**src/rtl/sid_write_arbiter.sv**
```systemverilog
// Round-robin arbiter serialising two requesters onto the SID register-write port with setup/strobe/hold timing.
// Optional shadow readback register file is enabled by defining SID_ARB_SHADOW_EN.
module sid_write_arbiter #(
    parameter int unsigned SETUP_CYC  = 1,
    parameter int unsigned STROBE_CYC = 2,
    parameter int unsigned HOLD_CYC   = 1
) (
    input  logic        clk,
    input  logic        rst_n,
    input  logic        req0_valid,
    input  logic [12:0] req0_payload,
    output logic        req0_ready,
    input  logic        req1_valid,
    input  logic [12:0] req1_payload,
    output logic        req1_ready,
    output logic [1:0]  bus_voice,
    output logic [2:0]  bus_addr,
    output logic [7:0]  bus_data,
    output logic        bus_we,
    output logic        busy
`ifdef SID_ARB_SHADOW_EN
    ,
    input  logic [1:0]  rd_voice,
    input  logic [2:0]  rd_addr,
    output logic [7:0]  rd_data
`endif
);

    // A phase length of 0 behaves like 1; the counter counts down from length-1.
    function automatic logic [3:0] phase_load(input int unsigned n);
        return (n == 0) ? 4'd0 : 4'(n - 1);
    endfunction

    localparam logic [3:0] SETUP_LD  = phase_load(SETUP_CYC);
    localparam logic [3:0] STROBE_LD = phase_load(STROBE_CYC);
    localparam logic [3:0] HOLD_LD   = phase_load(HOLD_CYC);

    typedef enum logic [1:0] {
        S_IDLE,
        S_SETUP,
        S_STROBE,
        S_HOLD
    } state_t;

    state_t      r_state;
    state_t      w_state_nxt;
    logic [3:0]  r_cnt;
    logic [3:0]  w_cnt_nxt;
    logic        r_rr_last;
    logic [12:0] r_payload;
    logic        r_we;
    logic        w_we_nxt;
    logic        w_req_any;
    logic        w_grant_idx;
    logic        w_accept;
    logic [12:0] w_payload_sel;

    assign w_req_any = req0_valid | req1_valid;

    // On a tie the requester that did not win last time is served.
    always_comb begin
        w_grant_idx = 1'b0;
        if (req0_valid && req1_valid) begin
            w_grant_idx = ~r_rr_last;
        end else if (req1_valid) begin
            w_grant_idx = 1'b1;
        end
    end

    assign w_payload_sel = w_grant_idx ? req1_payload : req0_payload;

    always_comb begin
        w_state_nxt = r_state;
        w_cnt_nxt   = r_cnt;
        w_accept    = 1'b0;
        case (r_state)
            S_IDLE: begin
                if (w_req_any) begin
                    w_accept    = 1'b1;
                    w_state_nxt = S_SETUP;
                    w_cnt_nxt   = SETUP_LD;
                end
            end
            S_SETUP: begin
                if (r_cnt == 4'd0) begin
                    w_state_nxt = S_STROBE;
                    w_cnt_nxt   = STROBE_LD;
                end else begin
                    w_cnt_nxt = r_cnt - 4'd1;
                end
            end
            S_STROBE: begin
                if (r_cnt == 4'd0) begin
                    w_state_nxt = S_HOLD;
                    w_cnt_nxt   = HOLD_LD;
                end else begin
                    w_cnt_nxt = r_cnt - 4'd1;
                end
            end
            S_HOLD: begin
                if (r_cnt == 4'd0) begin
                    w_state_nxt = S_IDLE;
                    w_cnt_nxt   = 4'd0;
                end else begin
                    w_cnt_nxt = r_cnt - 4'd1;
                end
            end
            default: begin
                w_state_nxt = S_IDLE;
                w_cnt_nxt   = 4'd0;
            end
        endcase
    end

    assign w_we_nxt = (w_state_nxt == S_STROBE);

    always_ff @(posedge clk or negedge rst_n) begin
        if (!rst_n) begin
            r_state <= S_IDLE;
            r_cnt   <= '0;
            r_we    <= 1'b0;
        end else begin
            r_state <= w_state_nxt;
            r_cnt   <= w_cnt_nxt;
            r_we    <= w_we_nxt;
        end
    end

    // Payload register doubles as the bus driver, so it holds its value across IDLE.
    always_ff @(posedge clk or negedge rst_n) begin
        if (!rst_n) begin
            r_payload <= '0;
            r_rr_last <= 1'b1;
        end else if (w_accept) begin
            r_payload <= w_payload_sel;
            r_rr_last <= w_grant_idx;
        end
    end

    assign req0_ready = rst_n & w_accept & ~w_grant_idx;
    assign req1_ready = rst_n & w_accept &  w_grant_idx;
    assign bus_voice  = r_payload[12:11];
    assign bus_addr   = r_payload[10:8];
    assign bus_data   = r_payload[7:0];
    assign bus_we     = r_we;
    assign busy       = (r_state != S_IDLE);

`ifdef SID_ARB_SHADOW_EN
    logic [7:0] r_shadow [32];
    logic       w_we_rise;

    assign w_we_rise = w_we_nxt & ~r_we;

    // {voice, addr} is exactly payload[12:8], which indexes the shadow directly.
    always_ff @(posedge clk or negedge rst_n) begin
        if (!rst_n) begin
            for (int unsigned i = 0; i < 32; i++) begin
                r_shadow[i] <= '0;
            end
        end else if (w_we_rise) begin
            r_shadow[r_payload[12:8]] <= r_payload[7:0];
        end
    end

    assign rd_data = r_shadow[{rd_voice, rd_addr}];
`endif

endmodule
```
**config.mk**
```make
export PLATFORM = sky130hd
export DESIGN_NAME = sid_write_arbiter
export DESIGN_NICKNAME = d
export VERILOG_FILES = /design/src/rtl/sid_write_arbiter.sv
export SDC_FILE = /design/constraint.sdc
export NUM_CORES = 1
export LEC_CHECK = 0
export BUFFER_PORTS_ARGS = -buffer_cell sky130_fd_sc_hd__clkbuf_2
export CAP_MARGIN = 20
export CORE_ASPECT_RATIO = 0.8
export CORE_MARGIN = 3
export CORE_UTILIZATION = 48
export CTS_BUF_LIST = sky130_fd_sc_hd__clkbuf_8
export CTS_CLUSTER_SIZE = 24
export DETAILED_ROUTE_END_ITERATION = 16
export PLACE_DENSITY = 0.81
export SYNTH_ARGS = -nofsm -noshare
export SYNTH_HDL_FRONTEND = slang
export SYNTH_SLANG_ARGS = --single-unit
```
**constraint.sdc**
```tcl
create_clock -name clk -period 1.5 [get_ports clk]
set_input_delay 0.15 -clock clk [delete_from_list [all_inputs] [get_ports clk]]
set_output_delay 0.15 -clock clk [all_outputs]
set_load 0.1 [all_outputs]
```
==> impl_results.rst, run 1 <==
.. list-table::
   :header-rows: 1

   * - Metric
     - Value
   * - Count of nets left with antenna violations after detail routing
     - 0
   * - Vert. Die Dim
     - 48.2 um
   * - Residual DRC
     - 0
   * - Total Nets Final
     - 208
   * - Critical path data arrival time
     - 1.35 ns
   * - Maximum number of pins on one net before global-route repair
     - 17
   * - Via count of the first global-routing pass
     - 1049
   * - Total CTS buffers
     - 3
   * - Fraction of final layout cells sized beyond drive strength 1
     - 0.457
   * - IO buf count
     - 46
   * - Overflow left after global routing
     - 0
   * - Die width
     - 58.8 um
   * - Max-Slew Margin vs Limit
     - 0.637
   * - Core Area
     - 2000 sq um
   * - Detailed-route via count
     - 1106
   * - Vias/cell
     - 5.56
   * - Post-synthesis instance total
     - 116
   * - Violated checks
     - negative setup slack
   * - Number of synthesis warnings
     - 0
   * - Routability cong.
     - 0.685
   * - Highest attainable clock frequency
     - 665 MHz
   * - Detailed router's first-iteration violation count
     - 52
   * - Final setup violation count
     - 2
   * - Total Routing Usage GR
     - 0.225
   * - Critical path class
     - reg2out
   * - First-pass DRT Iterations
     - 4
   * - Cells traversed along the worst timing path
     - a21bo_2 -> and3_4 -> buf_12
   * - CP top delay family
     - flip-flops
   * - Kind of launch point of the worst setup path
     - flop
   * - Worst min path class
     - in2reg
   * - Actual transition at the worst max-transition pin
     - 0.548 ns
   * - IO Pins
     - 47
   * - Number of enable flip-flop cells after synthesis
     - 0
   * - Hold Fails Final Rpt
     - 0
   * - Async set-or-reset flop fraction in the synthesized netlist
     - 1.00
   * - Post-route worst setup slack
     - -0.00462 ns
   * - Clock insertion delay at the later pin of the skew report
     - 0.27 ns
   * - Wire length reported by the detailed router
     - 3090 um
   * - Top cell type's share of synthesized area
     - 0.468
   * - Portion of the post-synthesis area used by sequential elements
     - 0.492
   * - Starting Density
     - 0.536
   * - Flop2flop setup slack
     - -0.005 ns
   * - Clock Path Buffers
     - 2
   * - Clock slew at reported path FFs
     - 0.08 ns
   * - Outcome
     - finished, violations left
   * - Required arrival time at the worst endpoint
     - 1.35 ns
   * - Post-Syn Nets
     - 148
   * - DP Wirelength
     - 2120 um
   * - Most frequent cell after synthesis
     - nand2_1
   * - Final core area utilization
     - 0.776
   * - Top FF cell, synth
     - dfrtp_1
   * - Rows
     - 14
   * - Cell type contributing the most total cell area after synthesis
     - dfrtp_1
   * - Count of maximum capacitance violations
     - 0
   * - Master of the slowest instance on the critical path
     - dfstp_2
   * - Avg Cell Area, Syn
     - 9.22 sq um
   * - Synth unique cells
     - 31
   * - Clock tree from TritonCTS
     - done
   * - Worst path buffer plus inverter count
     - 1
   * - Ranking of synthesized cells by instance count
     - 27 x nand2_1, 20 x dfrtp_1, 15 x a21oi_1, 14 x a31oi_1, 4 x inv_1
   * - Number of storage elements in the synthesis netlist
     - 21
   * - Largest stage delay on the critical path
     - 0.57 ns
   * - Maximum fanout along the worst path
     - 4
   * - CP endpoint kind
     - output pin
   * - Antenna cell count
     - 0
   * - First-pass GRT wire length
     - 4640 um
   * - Per-cell routed wire length
     - 15.5 um
   * - Number of antenna violations at the first check in global routing
     - 0
   * - Synth top area cells
     - dfrtp_1 47%, nand2_1 9.5%, a31oi_1 8.2%, a21oi_1 7.0%, dfstp_2 2.5%
   * - Final worst-path cycle share
     - 1.00
   * - Unrepaired setup endpoints after global routing
     - true
   * - Setup skew after layout
     - 0.00691 ns
   * - CTS H-tree lvls
     - 1
   * - Final count of pins violating max slew
     - 0
   * - Die Outline Area
     - 2830 sq um
   * - Clock Root Buffer
     - clkbuf_8
   * - Post-route minimum period
     - 1.50 ns
   * - Post-Synthesis Cell Area
     - 1070 sq um
   * - Number of clock sinks
     - 21
   * - Growth of design area from synthesis to finish
     - 44.8%
path summary, 6_finish.rpt:
path / start / endpoint / cells past startpoint
max: r_rr_last / req0_ready / 3
min: req0_payload[0] / r_payload[0] / 3
max reg2reg: r_state[1] / r_cnt[2] / 4
min reg2reg: r_rr_last / r_rr_last / 2
max in group asynchronous: rst_n / r_rr_last / 3
min in group asynchronous: rst_n / r_payload[2] / 2
worst register-to-register path, cell delays in order (launching register included):
cell,delay [ns]
dfrtp_2,0.43
buf_4,0.16
or4_1,0.58
o21ai_0,0.11
a22o_2,0.16
what timing repair did:
| item | in CTS | in global routing |
|---|---|---|
| resized for setup | 8 | 2 |
| pin swaps | 1 | 3 |
| setup buffers | 3 | 6 |
| gates cloned | 1 | 0 |
| hold endpoints to repair | 5 | 0 |
| hold buffers | 1 | 0 |
| setup endpoints to repair | 8 | 6 |
through the flow:
step                      TNS [ns]  std cells  area [sq um]  hold slack, ns  setup slack (ns)
after floorplan            -0.0377        116          1080          -0.146           -0.0377
after global placement           0        184          1380         0.00607            0.0693
after detailed placement    -0.139        184          1380         0.00708           -0.0483
after CTS                 -0.00220        193          1490           0.115          -0.00220
after global routing        -0.203        199          1550           0.123           -0.0436
final                     -0.00574        199          1550           0.112          -0.00462
placed cells by master (no fill, tap or decap), types with 3 or more instances in the layout:
cell type  instances
clkbuf_2          42
nand2_1           27
clkbuf_8           3
dfrtp_1           18
buf_4             12
a31oi_1           14
a21oi_1           15
inv_1              4
o21ai_0            3
buf_12             4
layout make-up:
type | instances | area, sq um
Inverter | 4 | 15.0
Clock buffer | 3 | 41.3
Multi-Input combinational cell | 84 | 517
Tap cell | 24 | 30.0
Sequential cell | 21 | 529
Clock inverter | 1 | 5.00
Fill cell | 138 | 448
Timing Repair Buffer | 62 | 412
sequential cells by signal (all words and copies together), names as in the netlist:
name	flops
r_state	2
r_rr_last	1
r_payload	13
r_cnt	4
bus_we	1
logic make-up (layout without fill, tap and decap cells):
group	Yosys count	count (layout)	share of synthesized area
flip-flops	21	21	0.492
XOR/XNOR	1	1	0.00819
buffers and inverters	11	70	0.0550
adder cells (fa/ha/maj)	2	2	0.0234
AND/OR/NAND/NOR	41	41	0.184
multiplexers	1	1	0.00936
AO/OA/AOI/OAI	39	39	0.228
routing by layer:
metal	vias to the layer above	global-route usage	wire, um
li1	533	-	-
met1	527	0.271	1300
met2	41	0.396	1560
met3	5	0.0714	203
met4	0	0.0679	34
met5	-	0	0
Power of run 1 is not shown: default switching activity piles up to over one toggle a cycle in this logic, so the estimate is an artifact.
==> run 2: changes to the inputs <==
PLACE_DENSITY = not set   (was 0.81)
PLACE_DENSITY_LB_ADDON = 0.12   (was not set)
==> run 2 against run 1 <==
Against the previous run: the run still ends with negative setup slack left; final cell count up 2.5%; hold slack gained 0.0062 ns; non-clock buffer count grew 5; critical path type unchanged; critical endpoint unchanged; highest routed layer unchanged.
==> impl_results.rst, run 2 (same netlist as run 1, synthesis figures left out) <==
.. list-table::
   :header-rows: 1

   * - Metric
     - Value
   * - Path depth of the worst reg2reg path
     - 6 (+2)
   * - Post-route minimum period
     - 1.53 ns (+0.0287 ns)
   * - Overflow left after global routing
     - 0 (unchanged)
   * - Maximum number of pins on one net before global-route repair
     - 16 (-1)
   * - Fraction of final layout cells sized beyond drive strength 1
     - 0.461 (+0.00397)
   * - Total Routing Usage GR
     - 0.231 (+0.00622)
   * - Worst path buffer plus inverter count
     - 1 (unchanged)
   * - Master of the slowest instance on the critical path
     - dfrtp_2
   * - Reg2reg start
     - r_cnt[1]
   * - Kind of launch point of the worst setup path
     - flop
   * - IO Pins
     - 47 (unchanged)
   * - Count of placed standard cells including taps
     - 186 (+1.1%)
   * - Wire length reported by the detailed router
     - 3140 um (+1.8%)
   * - Clock insertion delay at the later pin of the skew report
     - 0.26 ns (about the same)
   * - Outcome
     - finished, violations left
   * - Die Outline Area
     - 2830 sq um (unchanged)
   * - Post-route worst setup slack
     - -0.0333 ns (-0.0287 ns)
   * - Violated checks
     - negative setup slack
   * - Core Area
     - 2000 sq um (unchanged)
   * - Max-Slew Margin vs Limit
     - 0.636 (about the same)
   * - Starting Density
     - 0.536 (unchanged)
   * - Detailed router's first-iteration violation count
     - 60 (+15%)
   * - Critical path data arrival time
     - 1.38 ns (+0.03 ns)
   * - Vias/cell
     - 5.51 (-0.78%)
   * - Multi-input logic area
     - 508 sq um (-1.7%)
   * - Unrepaired setup endpoints after global routing
     - true
   * - Via count of the first global-routing pass
     - 997 (-5.0%)
   * - Count of maximum capacitance violations
     - 0 (unchanged)
   * - Final design area excluding fillers
     - 1580 sq um (+1.9%)
   * - Maximum fanout along the worst path
     - 3 (-1)
   * - Number of flip-flops under the largest register name
     - 13 (unchanged)
   * - Flop2flop setup slack
     - 0.04 ns (+0.04 ns)
   * - Instance count along the most critical hold path
     - 3 (unchanged)
   * - Clock tree from TritonCTS
     - done
   * - First-pass DRT Iterations
     - 4 (unchanged)
   * - Detailed-route via count
     - 1125 (+1.7%)
   * - CP top delay family
     - simple AND/OR/NAND/NOR gates
   * - Number of clock sinks
     - 21 (unchanged)
   * - Largest stage delay on the critical path
     - 0.44 ns (-0.13 ns)
   * - Top Registers
     - r_payload: 13 flops, r_cnt: 4 flops, r_state: 2 flops
   * - Per-cell routed wire length
     - 15.4 um (-0.71%)
   * - Largest register by flop count
     - r_payload
   * - Placed standard-cell area
     - 1390 sq um (+1.1%)
   * - Hold Fails Final Rpt
     - 0 (unchanged)
   * - Clock Root Buffer
     - clkbuf_8
   * - Total Nets Final
     - 213 (+2.4%)
   * - Cells traversed along the worst timing path
     - nor2_4 -> and2_4 -> and3_4 -> buf_12
   * - Final worst-path cycle share
     - 1.02 (+0.0191)
   * - Final setup violation count
     - 2 (unchanged)
   * - Area used by sequential logic in the layout
     - 528 sq um (-0.24%)
   * - Commonest cells after routing, fill and taps aside
     - 43 x clkbuf_2, 27 x nand2_1, 19 x dfrtp_1
   * - First-pass GRT wire length
     - 4730 um (+2.1%)
   * - Highest attainable clock frequency
     - 652 MHz (-1.9%)
   * - Setup skew after layout
     - 0.00203 ns (-0.00488 ns)
   * - Clock slew at reported path FFs
     - 0.08 ns (about the same)
   * - CTS H-tree lvls
     - 1 (unchanged)
   * - Worst min path class
     - in2reg
   * - Residual DRC
     - 0 (unchanged)
   * - DP Wirelength
     - 2050 um (-3.4%)
   * - Clock Path Buffers
     - 2 (unchanged)
   * - Routability cong.
     - 0.799 (+17%)
   * - Required arrival time at the worst endpoint
     - 1.35 ns (about the same)
   * - Total CTS buffers
     - 3 (unchanged)
   * - Number of antenna violations at the first check in global routing
     - 0 (unchanged)
   * - Vert. Die Dim
     - 48.2 um (unchanged)
   * - Rows
     - 14 (unchanged)
   * - Critical path class
     - reg2out
   * - IO buf count
     - 46 (unchanged)
   * - Die width
     - 58.8 um (unchanged)
   * - Hold Path End
     - r_payload[8]
   * - Setup TNS
     - -0.0486 ns (-0.0429 ns)
   * - Worst hold start
     - req1_payload[8]
   * - Growth of design area from synthesis to finish
     - 47.5%
   * - Most common cell after layout, fill and taps aside
     - clkbuf_2
   * - CP endpoint kind
     - output pin
   * - Actual transition at the worst max-transition pin
     - 0.548 ns (+0.000336 ns)
   * - Antenna cell count
     - 0 (unchanged)
   * - Number of fill cells
     - 133 (-3.6%)
   * - Final count of pins violating max slew
     - 0 (unchanged)
   * - Number of cells in the finished layout apart from fillers
     - 204 (+2.5%)
   * - Count of nets left with antenna violations after detail routing
     - 0 (unchanged)
   * - Final core area utilization
     - 0.790 (+0.0144)
   * - End of the worst register-to-register path
     - r_cnt[0]
run 2: metrics by stage:
step                      hold WS, ns  setup WS [ns]
after floorplan                -0.146        -0.0377
after global placement         0.0159          0.116
after detailed placement       0.0214         0.0458
after CTS                       0.118        0.00185
after global routing            0.110        -0.0953
final                           0.118        -0.0333
run 2: worst reg2reg max path, cell delays in order (launching register included):
cell and delay (ns):
dfrtp_1 0.37, inv_1 0.08, ha_1 0.18, nor3b_2 0.15, buf_4 0.16, a211o_2 0.32, o21ai_0 0.09
run 2: worst max path at each step:
stage	start	end	slack [ns]	cells after the start
3_3_place_gp	r_cnt[0]	r_cnt[0]	0.12	6
4_1_cts	r_rr_last	req0_ready	0.002	3
6_report	r_state[1]	req0_ready	-0.03	4
5_1_grt	r_state[1]	req0_ready	-0.1	4
2_1_floorplan	r_rr_last	req0_ready	-0.04	3
3_5_place_dp	r_cnt[0]	r_cnt[0]	0.05	6
run 2: cell type report:
cell class | instances | area share
well taps | 24 | 0.0190
clock inverters | 1 | 0.00238
multi-input cells | 84 | 0.322
clock buffers | 3 | 0.0262
repair buffers | 67 | 0.286
inverters | 4 | 0.00952
flip-flops and latches | 21 | 0.335
run 2: per-layer routing:
| metal | vias up | share of wire | global-route usage |
|---|---|---|---|
| li1 | 537 | - | - |
| met4 | 0 | 0.0073 | 0.0860 |
| met3 | 4 | 0.10 | 0.0952 |
| met2 | 57 | 0.49 | 0.385 |
| met5 | - | 0 | 0 |
| met1 | 527 | 0.41 | 0.276 |
run 2: repair_timing:
item                                    CTS  global route
hold buffers                              2             0
endpoints found under the setup margin    3             6
gates resized for setup                   6             2
endpoints found under the hold margin     6             0
pin swaps                                 2             2
setup buffers                             5             6
cloned                                    1             0
Power of run 2 is left out for the same reason.
==> run 3: changes to the inputs <==
ABC_AREA = 1   (was not set)
CORE_UTILIZATION = 49   (was 48)
PLACE_DENSITY = 0.81   (was not set)
PLACE_DENSITY_LB_ADDON = not set   (was 0.12)
==> run 3 against run 2 <==
Against the previous run: the run still ends with negative setup slack left; synthesized cell count up 36%; die area up 2.9%; via count up 6.5%; non-clock buffer count down 10; register-to-register slack better by 0.15 ns; routed wire length down 0.89%; critical endpoint is now req1_ready; largest cell class is now multi-input combinational cells.
==> impl_results.rst, run 3 <==
.. list-table::
   :header-rows: 1

   * - Metric
     - Value
   * - CTS H-tree lvls
     - 1 (unchanged)
   * - Number of storage elements in the synthesis netlist
     - 21 (unchanged)
   * - Final setup violation count
     - 1 (-1)
   * - Number of clock sinks
     - 21 (unchanged)
   * - Number of antenna violations at the first check in global routing
     - 0 (unchanged)
   * - Most frequent cell after synthesis
     - nand2_1
   * - Maximum fanout along the worst path
     - 4 (+1)
   * - Hold Path End
     - r_payload[6]
   * - Number of synthesis warnings
     - 0 (unchanged)
   * - Final core area utilization
     - 0.763 (-0.0272)
   * - Path depth of the worst reg2reg path
     - 7 (+1)
   * - Clock tree from TritonCTS
     - done
   * - Critical path data arrival time
     - 1.37 ns (about the same)
   * - First-pass DRT Iterations
     - 4 (unchanged)
   * - IO Pins
     - 47 (unchanged)
   * - Fraction of final layout cells sized beyond drive strength 1
     - 0.330 (-0.131)
   * - Detailed router's first-iteration violation count
     - 64 (+6.7%)
   * - Final worst-path cycle share
     - 1.01 (-0.0115)
   * - End of the worst register-to-register path
     - r_cnt[3]
   * - Vert. Die Dim
     - 48.9 um (+1.4%)
   * - Hold Fails Final Rpt
     - 0 (unchanged)
   * - First-pass GRT wire length
     - 5170 um (+9.2%)
   * - Largest register by flop count
     - r_payload
   * - Clock Path Buffers
     - 2 (unchanged)
   * - Final design area excluding fillers
     - 1550 sq um (-1.7%)
   * - Top cell type's share of synthesized area
     - 0.444 (-0.0239)
   * - Violated checks
     - negative setup slack
   * - Cell type contributing the most total cell area after synthesis
     - dfrtp_1
   * - Number of flip-flops under the largest register name
     - 13 (unchanged)
   * - Worst min path class
     - in2reg
   * - Detailed-route via count
     - 1198 (+6.5%)
   * - Top FF cell, synth
     - dfrtp_1
   * - Unrepaired setup endpoints after global routing
     - true
   * - Commonest cells after routing, fill and taps aside
     - 93 x nand2_1, 43 x clkbuf_2, 19 x dfrtp_1
   * - Per-cell routed wire length
     - 13.0 um (-15%)
   * - Worst-case hold slack
     - 0.178 ns (+0.0596 ns)
   * - Number of enable flip-flop cells after synthesis
     - 0 (unchanged)
   * - Post-Syn Nets
     - 190 (+28%)
   * - Post-Synthesis Cell Area
     - 1130 sq um (+5.4%)
   * - Maximum number of pins on one net before global-route repair
     - 22 (+6)
   * - Growth of design area from synthesis to finish
     - 37.5%
   * - Wire length reported by the detailed router
     - 3120 um (-0.89%)
   * - Async set-or-reset flop fraction in the synthesized netlist
     - 1.00 (unchanged)
   * - Met2 track demand over resource in global routing
     - 0.404 (+0.0182)
   * - Post-route minimum period
     - 1.52 ns (-0.0172 ns)
   * - Overflow left after global routing
     - 0 (unchanged)
   * - Kind of launch point of the worst setup path
     - flop
   * - Count of maximum capacitance violations
     - 0 (unchanged)
   * - Count of nets left with antenna violations after detail routing
     - 0 (unchanged)
   * - Required arrival time at the worst endpoint
     - 1.35 ns (about the same)
   * - Total Routing Usage GR
     - 0.231 (-0.000345)
   * - Final count of pins violating max slew
     - 0 (unchanged)
   * - Actual transition at the worst max-transition pin
     - 0.552 ns (+0.00365 ns)
   * - Reg2reg start
     - r_cnt[0]
   * - Setup TNS
     - -0.0161 ns (+0.0325 ns)
   * - Synth top area cells
     - dfrtp_1 44%, nand2_1 32%, inv_1 4.0%, nand3_1 3.6%, dfstp_2 2.3%
   * - Routability cong.
     - 0.902 (+13%)
   * - Residual DRC
     - 0 (unchanged)
   * - Placed standard-cell area
     - 1420 sq um (+1.6%)
   * - Antenna cell count
     - 0 (unchanged)
   * - Post-route worst setup slack
     - -0.0161 ns (+0.0172 ns)
   * - Avg Cell Area, Syn
     - 7.14 sq um (-23%)
   * - Worst hold start
     - req0_payload[6]
   * - Rows
     - 14 (unchanged)
   * - Total Nets Final
     - 248 (+16%)
   * - Portion of the post-synthesis area used by sequential elements
     - 0.467 (-0.0251)
   * - Outcome
     - finished, violations left
   * - CP endpoint kind
     - output pin
   * - Post-synthesis instance total
     - 158 (+36%)
   * - Ranking of synthesized cells by instance count
     - 95 x nand2_1, 20 x dfrtp_1, 12 x inv_1, 8 x nand3_1, 6 x nor2_1
   * - Routing layer with the top usage in global route
     - met2
   * - Die Outline Area
     - 2920 sq um (+2.9%)
   * - Total CTS buffers
     - 3 (unchanged)
   * - Core Area
     - 2030 sq um (+1.8%)
   * - Flop2flop setup slack
     - 0.19 ns (+0.15 ns)
   * - Critical path class
     - reg2out
   * - Synth unique cells
     - 17 (-45%)
   * - M3 GR Usage
     - 0.0582 (-0.0370)
   * - Via count of the first global-routing pass
     - 1190 (+19%)
   * - DP Wirelength
     - 2210 um (+8.0%)
   * - Clock slew at reported path FFs
     - 0.07 ns (about the same)
   * - Clock Root Buffer
     - clkbuf_8
   * - Starting Density
     - 0.555 (+0.0191)
   * - Vias/cell
     - 5.01 (-9.1%)
   * - Most common cell after layout, fill and taps aside
     - nand2_1
   * - Highest attainable clock frequency
     - 660 MHz (+1.1%)
   * - Die width
     - 59.6 um (+1.4%)
   * - IO buf count
     - 46 (unchanged)
   * - Met1 Use GR
     - 0.278 (+0.00238)
   * - Max-Slew Margin vs Limit
     - 0.634 (-0.00242)
   * - Setup skew after layout
     - 0.00475 ns (+0.00271 ns)
   * - Clock insertion delay at the later pin of the skew report
     - 0.26 ns (about the same)
   * - Instance count along the most critical hold path
     - 5 (+2)
   * - Top Registers
     - r_payload: 13 flops, r_cnt: 4 flops, r_state: 2 flops
==> run 3: metrics by stage <==
stage	worst slack (ns)	std cells
after floorplan	-0.244	158
after global placement	0.230	227
after detailed placement	0.177	227
after CTS	-0.0288	238
after global routing	-0.0639	239
final	-0.0161	239
==> run 3: layout make-up <==
| cell class | count | area [sq um] |
|---|---|---|
| multi-input combinational | 119 | 539 |
| inverter | 14 | 57.6 |
| tap | 24 | 30.0 |
| fill | 144 | 482 |
| clock buffer | 3 | 41.3 |
| clock inverter | 1 | 5.00 |
| timing repair buffer | 57 | 349 |
| sequential | 21 | 528 |
==> run 3: routing by layer <==
metal,vias up,wire [um]
met5,-,0
li1,588,-
met3,6,294
met2,75,1570
met1,529,1220
met4,0,30
==> run 3: kinds of logic after synthesis <==
| kind of cell | Yosys count | share of synthesized area |
|---|---|---|
| AND/OR/NAND/NOR | 114 | 0.412 |
| flip-flops | 21 | 0.467 |
| buffers and inverters | 18 | 0.0799 |
| AO/OA/AOI/OAI | 2 | 0.0111 |
| adder cells (fa/ha/maj) | 2 | 0.0222 |
| XOR/XNOR | 1 | 0.00777 |
==> run 3: what timing repair did <==
item	in CTS	in global routing
buffers inserted	6	1
hold buffers	1	0
endpoints found under the setup margin	3	3
endpoints found under the hold margin	20	0
resized for setup	5	4
pin swaps	5	6
==> run 3: worst max path at each step <==
stage	endpoint	start	depth (start not counted)
2_1_floorplan	req0_ready	r_state[0]	4
3_3_place_gp	req0_ready	r_state[0]	4
3_5_place_dp	req0_ready	r_state[0]	4
4_1_cts	req0_ready	r_rr_last	5
5_1_grt	req1_ready	r_state[0]	5
6_report	req1_ready	r_state[0]	5
==> run 3: worst max-delay path, stage by stage (launching register included) <==
cell	delay, ns
dfrtp_2	0.43
nor2_4	0.18
buf_6	0.13
nand2_4	0.05
nor2_4	0.13
buf_12	0.18
Power of run 3 is left out for the same reason.
